### config.mk
export PLATFORM = sky130hd
export DESIGN_NAME = alu_rr_scheduler
export DESIGN_NICKNAME = d
export VERILOG_FILES = /design/src/rtl/alu_rr_scheduler.sv
export SDC_FILE = /design/constraint.sdc
export NUM_CORES = 1
export LEC_CHECK = 0
export CAP_MARGIN = 15
export CORE_AREA = 2 2 163 165
export DETAILED_ROUTE_END_ITERATION = 8
export DIE_AREA = 0 0 165 167
export SETUP_SLACK_MARGIN = 0.02
export SLEW_MARGIN = 20
export SYNTH_ARGS = -nofsm -noshare
export SYNTH_HDL_FRONTEND = slang
export SYNTH_SLANG_ARGS = --single-unit
### constraint.sdc
create_clock -name clk -period 2.7 [get_ports clk]
set_clock_uncertainty 0.05 [all_clocks]
set_input_delay 0.27 -clock clk [delete_from_list [all_inputs] [get_ports clk]]
set_output_delay 0.27 -clock clk [all_outputs]
set_load 0.01 [all_outputs]
### src/rtl/alu_rr_scheduler.sv
// Round-robin front end that time-shares one combinational ALU among NUM_REQ requesters.
// Each accepted op runs IDLE -> EXEC -> RESP and returns its result tagged with the requester id.
module alu_rr_scheduler #(
   parameter int NUM_REQ = 4,
   parameter int ID_W    = 2,
   parameter int WIDTH   = 32
) (
   input  logic                     clk,
   input  logic                     rst_n,
   input  logic [NUM_REQ-1:0]       req_valid,
   output logic [NUM_REQ-1:0]       req_ready,
   input  logic [NUM_REQ*WIDTH-1:0] req_A,
   input  logic [NUM_REQ*WIDTH-1:0] req_B,
   input  logic [NUM_REQ*4-1:0]     req_SelOp,
   output logic [WIDTH-1:0]         alu_A,
   output logic [WIDTH-1:0]         alu_B,
   output logic [3:0]               alu_SelOp,
   input  logic [WIDTH-1:0]         alu_C,
   output logic                     resp_valid,
   input  logic                     resp_ready,
   output logic [ID_W-1:0]          resp_id,
   output logic [WIDTH-1:0]         resp_C,
   output logic                     resp_err,
   output logic                     busy
);

   localparam logic [1:0]      IDLE     = 2'd0;
   localparam logic [1:0]      EXEC     = 2'd1;
   localparam logic [1:0]      RESP     = 2'd2;
   localparam logic [3:0]      LAST_OP  = 4'd8;
   localparam logic [ID_W-1:0] PTR_INIT = ID_W'(NUM_REQ - 1);

   logic [1:0]         state_r;
   logic [ID_W-1:0]    lastGrant_r;
   logic [WIDTH-1:0]   aluA_r;
   logic [WIDTH-1:0]   aluB_r;
   logic [3:0]         aluSelOp_r;
   logic [WIDTH-1:0]   respC_r;
   logic [ID_W-1:0]    respId_r;
   logic               respValid_r;
   logic               respErr_r;

   logic [ID_W-1:0]    winner_s;
   logic               found_s;
   logic [WIDTH-1:0]   selA_s;
   logic [WIDTH-1:0]   selB_s;
   logic [3:0]         selOp_s;
   logic [NUM_REQ-1:0] reqReady_s;

   // Round-robin search: first valid requester after the last grant, wrapping.
   always_comb begin
      logic [ID_W-1:0] idx;
      logic            hit;
      winner_s = '0;
      found_s  = 1'b0;
      idx      = '0;
      hit      = 1'b0;
      for (int off = 32'sd1; off <= NUM_REQ; off++) begin
         idx      = ID_W'((int'(lastGrant_r) + off) % NUM_REQ);
         hit      = req_valid[idx] & ~found_s;
         winner_s = hit ? idx : winner_s;
         found_s  = found_s | hit;
      end
   end

   // Operand mux for the winner and the one-hot grant, offered only in IDLE.
   always_comb begin
      selA_s     = '0;
      selB_s     = '0;
      selOp_s    = 4'd0;
      reqReady_s = '0;
      for (int i = 32'sd0; i < NUM_REQ; i++) begin
         selA_s        = (winner_s == ID_W'(i)) ? req_A[i*WIDTH +: WIDTH] : selA_s;
         selB_s        = (winner_s == ID_W'(i)) ? req_B[i*WIDTH +: WIDTH] : selB_s;
         selOp_s       = (winner_s == ID_W'(i)) ? req_SelOp[i*4 +: 4]     : selOp_s;
         reqReady_s[i] = (state_r == IDLE) & found_s & (winner_s == ID_W'(i));
      end
   end

   // Control FSM plus the operand and response registers; a reset mid-op drops the op.
   always_ff @(posedge clk) begin
      if (!rst_n) begin
         state_r     <= IDLE;
         lastGrant_r <= PTR_INIT;
         aluA_r      <= '0;
         aluB_r      <= '0;
         aluSelOp_r  <= 4'd0;
         respC_r     <= '0;
         respId_r    <= '0;
         respValid_r <= 1'b0;
         respErr_r   <= 1'b0;
      end else begin
         case (state_r)
            IDLE: begin
               if (found_s) begin
                  aluA_r      <= selA_s;
                  aluB_r      <= selB_s;
                  aluSelOp_r  <= selOp_s;
                  respId_r    <= winner_s;
                  lastGrant_r <= winner_s;
                  state_r     <= EXEC;
               end else begin
                  state_r <= IDLE;
               end
            end
            EXEC: begin
               respC_r     <= alu_C;
               respErr_r   <= (aluSelOp_r > LAST_OP);
               respValid_r <= 1'b1;
               state_r     <= RESP;
            end
            RESP: begin
               if (resp_ready) begin
                  respValid_r <= 1'b0;
                  state_r     <= IDLE;
               end else begin
                  state_r <= RESP;
               end
            end
            default: begin
               respValid_r <= 1'b0;
               state_r     <= IDLE;
            end
         endcase
      end
   end

   assign req_ready  = reqReady_s;
   assign alu_A      = aluA_r;
   assign alu_B      = aluB_r;
   assign alu_SelOp  = aluSelOp_r;
   assign resp_valid = respValid_r;
   assign resp_id    = respId_r;
   assign resp_C     = respC_r;
   assign resp_err   = respErr_r;
   assign busy       = (state_r != IDLE);

endmodule

==> run_results.csv <==
group,metric,value,unit
global_routing,grt_usage,16.0,%
clocking,cts_buffer_depth,2,
pwr,power_density,529,nW/um^2
pwr,clkPwrFrac,25.5,%
pwr,seq_power_share,35.6,%
clocking,cts_htree_levels,3,
cells_and_area,final_nets,1278,
cells_and_area,register_area,2160,um^2
clocking,cts_sinks,108,
cells_and_area,multiInputGateArea,3120,um^2
pwr,power,5.51,mW
timing,timing.fmax,397,MHz
worst_setup_path,worstPathRequired,2.38,ns
cells_and_area,final_cells,1307,
detailed_routing,via_count,5890,
pwr,p_leak,3.89,nW
floorplan,io_pins,420,
worst_setup_path,arrival,2.20,ns
pwr,p_sw,1.76,mW
status,status,"complete, no violations",
hold_path,hp-start,"alu_C[13]",
detailed_routing,viasPerCell,4.51,
synthesis,ys_types,32,
clocking,cts-root-buf,"clkbuf_16",
timing,worst-slew-pin-transition,0.591,ns
synthesis,synth_area,5520,um^2
floorplan,die_h,167,um
floorplan,coreArea,25800,um^2
synthesis,synth_seq_cells,108,
clocking,cts_buffers,9,
clocking,cts_tree,"yes",
timing,finalCriticalPeriod,2.52,ns
synthesis,yosys_warnings,0,
worst_setup_path,crit_path_start,"req_valid[3]",
global_routing,grt-ovfl-total,0,
timing,fin_crit_sh,93.2,%
pwr,vdd_drop_max,0.000334,V
pwr,netSwitchingFraction,31.8,%
synthesis,synth_commonest_cells,"137 x mux2i_1, 135 x nand2_1, 108 x dfxtp_1, 49 x o221ai_1, 33 x a21boi_0",
synthesis,yosys.area.top_type_share,39.1,%
timing,rsz0062_at_grt,"no",
synthesis,synthArstFlopShare,0,%
floorplan,row_count,59,
detailed_routing,drt-initial-drc-count,170,
placed_design,dp_hpwl,17.6,mm
placed_design,port_buffers,419,
synthesis,ys_seq_area_share,39.1,%
clocking,clkTransAtPathRegs,0.09,ns
job,cap_violations,0,
placed_design,post-place-cells,1291,
global_routing,grt_max_degree,55,
cells_and_area,antenna-diode-count,0,
hold_path,hp-class,"in2reg",
detailed_routing,drt-pass1-iter-count,4,
worst_setup_path,crit_type,"in2out",
cells_and_area,fill_cells,2592,
global_routing,grt_pass1_vias,5858,
detailed_routing,postRouteAntennaNets,0,
synthesis,synth_most_common_cell,"mux2i_1",
synthesis,syn_nets,880,
detailed_routing,wl_per_cell,17.6,um
worst_setup_path,crit_path_max_fanout,5,
cells_and_area,areaGrowthSynthToFinish,88.6,%
clocking,cts_setup_buffers,0,
synthesis,netlist_instances,569,
synthesis,ys.flop_type,"dfxtp_1",
worst_setup_path,start_kind,"primary input",
global_routing,grt_pass1_wl,33.7,mm
timing,timing.final.hold_violations,0,
global_routing,grt_antenna_before_repair,1,
cells_and_area,drive_above_1_share,6.38,%
cells_and_area,utilization,40.4,%
timing,slew_headroom,60.6,%
timing,report.final.setup_viol,0,
synthesis,synth.area.top_cells,"dfxtp_1 39%, mux2i_1 25%, nand2_1 9.2%",
placed_design,gp_congestion,0.822,
floorplan,dieArea,27600,um^2
worst_setup_path,ff2ff_setup_slack,0.67,ns
synthesis,syn_area_per_cell,9.71,um^2
detailed_routing,drc,0,
pwr,power.share.combinational,38.8,%
detailed_routing,drt_wl_total,23.0,mm
clocking,cts_hold_buf,0,
worst_setup_path,critPathCaptureType,"output pin",
synthesis,synth_edf_count,0,
synthesis,yosys.area.top_type,"dfxtp_1",
timing,slew_violations,0,
floorplan,die_w,165,um
worst_setup_path,r2r_start,"lastGrant_r[0]",
pwr,intPower,3.76,mW
floorplan,start_util,21.4,%
clocking,clk_latency,0.35,ns
timing,setup_tns,0,ns
clocking,ctsResizeCount,0,
==> placed cells by master, fill, tap and decap left out, types with 2 or more instances in the layout <==
cell type        Yosys  routed
a21boi_0            33      33
a21oi_1              3       3
buf_12               0       7
buf_4                5      10
clkbuf_16            0       9
clkdlybuf4s50_1      0     419
dfxtp_1            108     108
inv_6                0       2
inv_8                0       2
mux2i_1            137     137
nand2_1            135     135
nand2b_1             5       5
nor2_1               6       6
o21ai_0              4       4
o221ai_1            49      49
o221ai_2            19      19
==> final cells by class <==
cell class	instances	area share (%)
flip-flops and latches	108	20.8
clock inverters	6	0.625
well taps	335	4.02
repair buffers	436	42.3
multi-input cells	411	29.9
inverters	1	0.0360
clock buffers	10	2.29
==> path summary, 6_finish.rpt <==
check | end | cells past startpoint
setup / recovery | req_ready[2] | 6
hold reg to reg | alu_B[20] | 2
hold / removal | resp_C[13] | 3
setup reg to reg | alu_B[0] | 7
==> worst max-delay path: stages <==
cell             delay (ns)
clkdlybuf4s50_1        0.52
nand2b_1               0.19
o21ai_1                0.12
a211o_1                0.40
nor2_1                 0.14
clkdlybuf4s50_1        0.54
==> logic make-up (layout without fill, tap and decap cells) <==
group	Yosys count	count (layout)	synth area share, %
buf+inv	50	453	4.82
flops	108	108	39.1
mux	137	137	24.8
compound gates	117	117	19.4
simple gates	157	157	11.8
==> per-stage QoR <==
| step | hold WS, ns | setup slack (ns) | area (um^2) |
|---|---|---|---|
| finish | 0.410 | 0.184 | 10400 |
| global placement | 0.392 | 0.225 | 10100 |
| global route | 0.399 | 0.100 | 10400 |
| floorplan | 0.365 | 0.988 | 5520 |
| CTS | 0.393 | 0.176 | 10400 |
| detailed placement | 0.396 | 0.121 | 10100 |
==> metal layers <==
layer	global-route usage, %	wire, um
met5	0	0
met1	18.7	9000
met4	4.20	316
met2	28.7	11600
met3	4.11	2140
==> flip-flops by register name (all words and copies together) (netlist names) <==
name         cells
alu_B           32
resp_C          32
resp_id          2
state_r          2
alu_A           32
lastGrant_r      2
resp_valid       1
alu_SelOp        4
resp_err         1
==> power by group through the flow <==
stage	registers [mW]	logic, mW	clock network [mW]
floorplan	2.09	0.864	0
global placement	2.00	2.15	0
detailed placement	2.00	2.17	0
CTS	1.97	2.17	1.46
global route	2.00	2.29	1.54
finish	1.96	2.14	1.41
No activity file was read; power rests on OpenSTA's default activity.
==> patch, RTL diff (same flow settings) <==
Change the parameter `ID_W` from 2 to 3.
--- a/src/rtl/alu_rr_scheduler.sv
+++ b/src/rtl/alu_rr_scheduler.sv
@@ -2,7 +2,7 @@
 // Each accepted op runs IDLE -> EXEC -> RESP and returns its result tagged with the requester id.
 module alu_rr_scheduler #(
    parameter int NUM_REQ = 4,
-   parameter int ID_W    = 2,
+   parameter int ID_W    = 3,
    parameter int WIDTH   = 32
 ) (
    input  logic                     clk,
Interface: changed (resized resp_id); port bits go from 420 to 421. The function was not compared with the original's and may differ.
==> patch against the original RTL <==
- worst setup slack gained 26 ps
- sequential cell count stayed put
- wire length rose by 0.37%
- total power barely moved
- area after synthesis increased by 0.84%
- global-route usage fell by 0.23 points
- non-clock buffer count down 2
- cell area rose by 0.47%
- highest routed layer unchanged
==> patch: results (changes against the original RTL) <==
Power
  • Leakage power figure: 0.003899 uW (was 0.003886 uW)
  • Peak VDD IR: 0.0002370 V (was 0.0003340 V)

Hold path
  • Worst min-delay path class: in -> reg (unchanged)

Synthesis
  • Number of nets produced by synthesis: 882 (was 880)
  • Top post-synthesis cells by count: mux2i_1 (137), nand2_1 (136), dfxtp_1 (108) (was mux2i_1 (137), nand2_1 (135), dfxtp_1 (108))
  • Post-synthesis sequential area ratio: 38.81% (was 39.14%)
  • Library cells used by synthesis: 33 (was 32)
  • Synth top area cells: dfxtp_1 (39%), mux2i_1 (25%), nand2_1 (9.2%) (unchanged)

Cells and area
  • Final Net Count: 1277 (was 1278)
  • Number of diodes added for antenna fixing: 0 (unchanged)
  • Proportion of layout cells with a drive suffix above 1: 6.488% (was 6.379%)

GRT
  • Maximum number of pins on one net before global-route repair: 56 (was 55)
  • Number of global-route vias before repair: 5797 (was 5858)
  • Total track usage: 15.77% (was 16.00%)
  • First-pass GRT wire length: 33.26 mm (was 33.67 mm)
  • Antenna violations before repair: 0 (was 1)

Place
  • RePlAce Congestion: 0.8331 (was 0.8224)
  • Detailed Place HPWL: 17.78 mm (was 17.61 mm)

Route
  • Violation count after the first detailed-route iteration: 284 (was 170)
  • Drt via density: 4.462 (was 4.507)
  • Average wire length per cell after detail routing: 17.71 um (was 17.63 um)

Setup path
  • Minimum setup slack among reg-to-reg paths: 730 ps (was 670 ps)
  • Data arrival, critical path: 2170 ps (was 2200 ps)
  • Critical path peak fanout: 5 (unchanged)

Timing
  • Slew at the pin with the worst max-slew slack: 730.1 ps (was 590.7 ps)
  • Final period utilization: 92.25% (was 93.20%)

Clocking
  • Post-CTS setup repair buffer count: 0 (unchanged)
  • Clock slew seen by the registers of the worst setup and hold paths: 90 ps (about the same)
  • Source-to-sink clock delay at the later pin of the worst-skew pair: 360 ps

Status
  • Result of the run: finished, final reports clean (unchanged)
patch: cell count changes after synthesis, sizes merged:
cell / change
conb: +1
buf: +1
patch: path summary, 6_finish.rpt:
check / from / end / depth (start not counted)
max: req_valid[3] / req_ready[2] / 6
min: alu_C[21] / resp_C[21] / 3
min reg2reg: alu_B[23] / alu_B[23] / 2
max reg2reg: lastGrant_r[1] / alu_A[28] / 6
patch: cells by family after synthesis:
group	count (synthesis)	synth area share, %
buffers and inverters	51	5.144
AND/OR/NAND/NOR	157	11.75
multiplexers	137	24.62
AO/OA/AOI/OAI	117	19.61
other	1	0.06732
flip-flops	108	38.81
patch: metal layers:
metal / part of all wire, % / GRT usage, %
met1: 40 / 18.01
met5: 0 / 0
met2: 49 / 27.97
met4: 2.2 / 5.784
met3: 8.6 / 4.085
patch: worst min-delay path, stage by stage:
cell and delay, ps:
clkdlybuf4s50_1 400, nand2_1 50, a21boi_0 60
patch: cell type report:
class	count	area, um2
fill	2575	15300
timing repair buffer	434	4419
multi-input combinational	412	3152
sequential	108	2162
tap	335	419.2
clock buffer	9	225.2
clock inverter	7	83.83
inverter	1	3.754
patch: where the power goes:
group	leakage (uW)	total [uW]	internal [uW]	switching [uW]
registers	0.000890	1970	1830	139
clock network	0.000149	1400	665	733
logic	0.00286	2150	1250	896
patch: metrics by stage:
stage	setup slack [ps]	total power [uW]	hold slack (ps)	instances	cell area [um2]
CTS	191.0	5624	391.1	1306	10470
global placement	208.0	4172	392.4	1290	10160
global route	65.02	5817	411.3	1306	10470
detailed placement	192.2	4183	395.5	1290	10160
finish	209.3	5516	408.4	1306	10470
floorplan	968.4	2967	364.9	571	5570
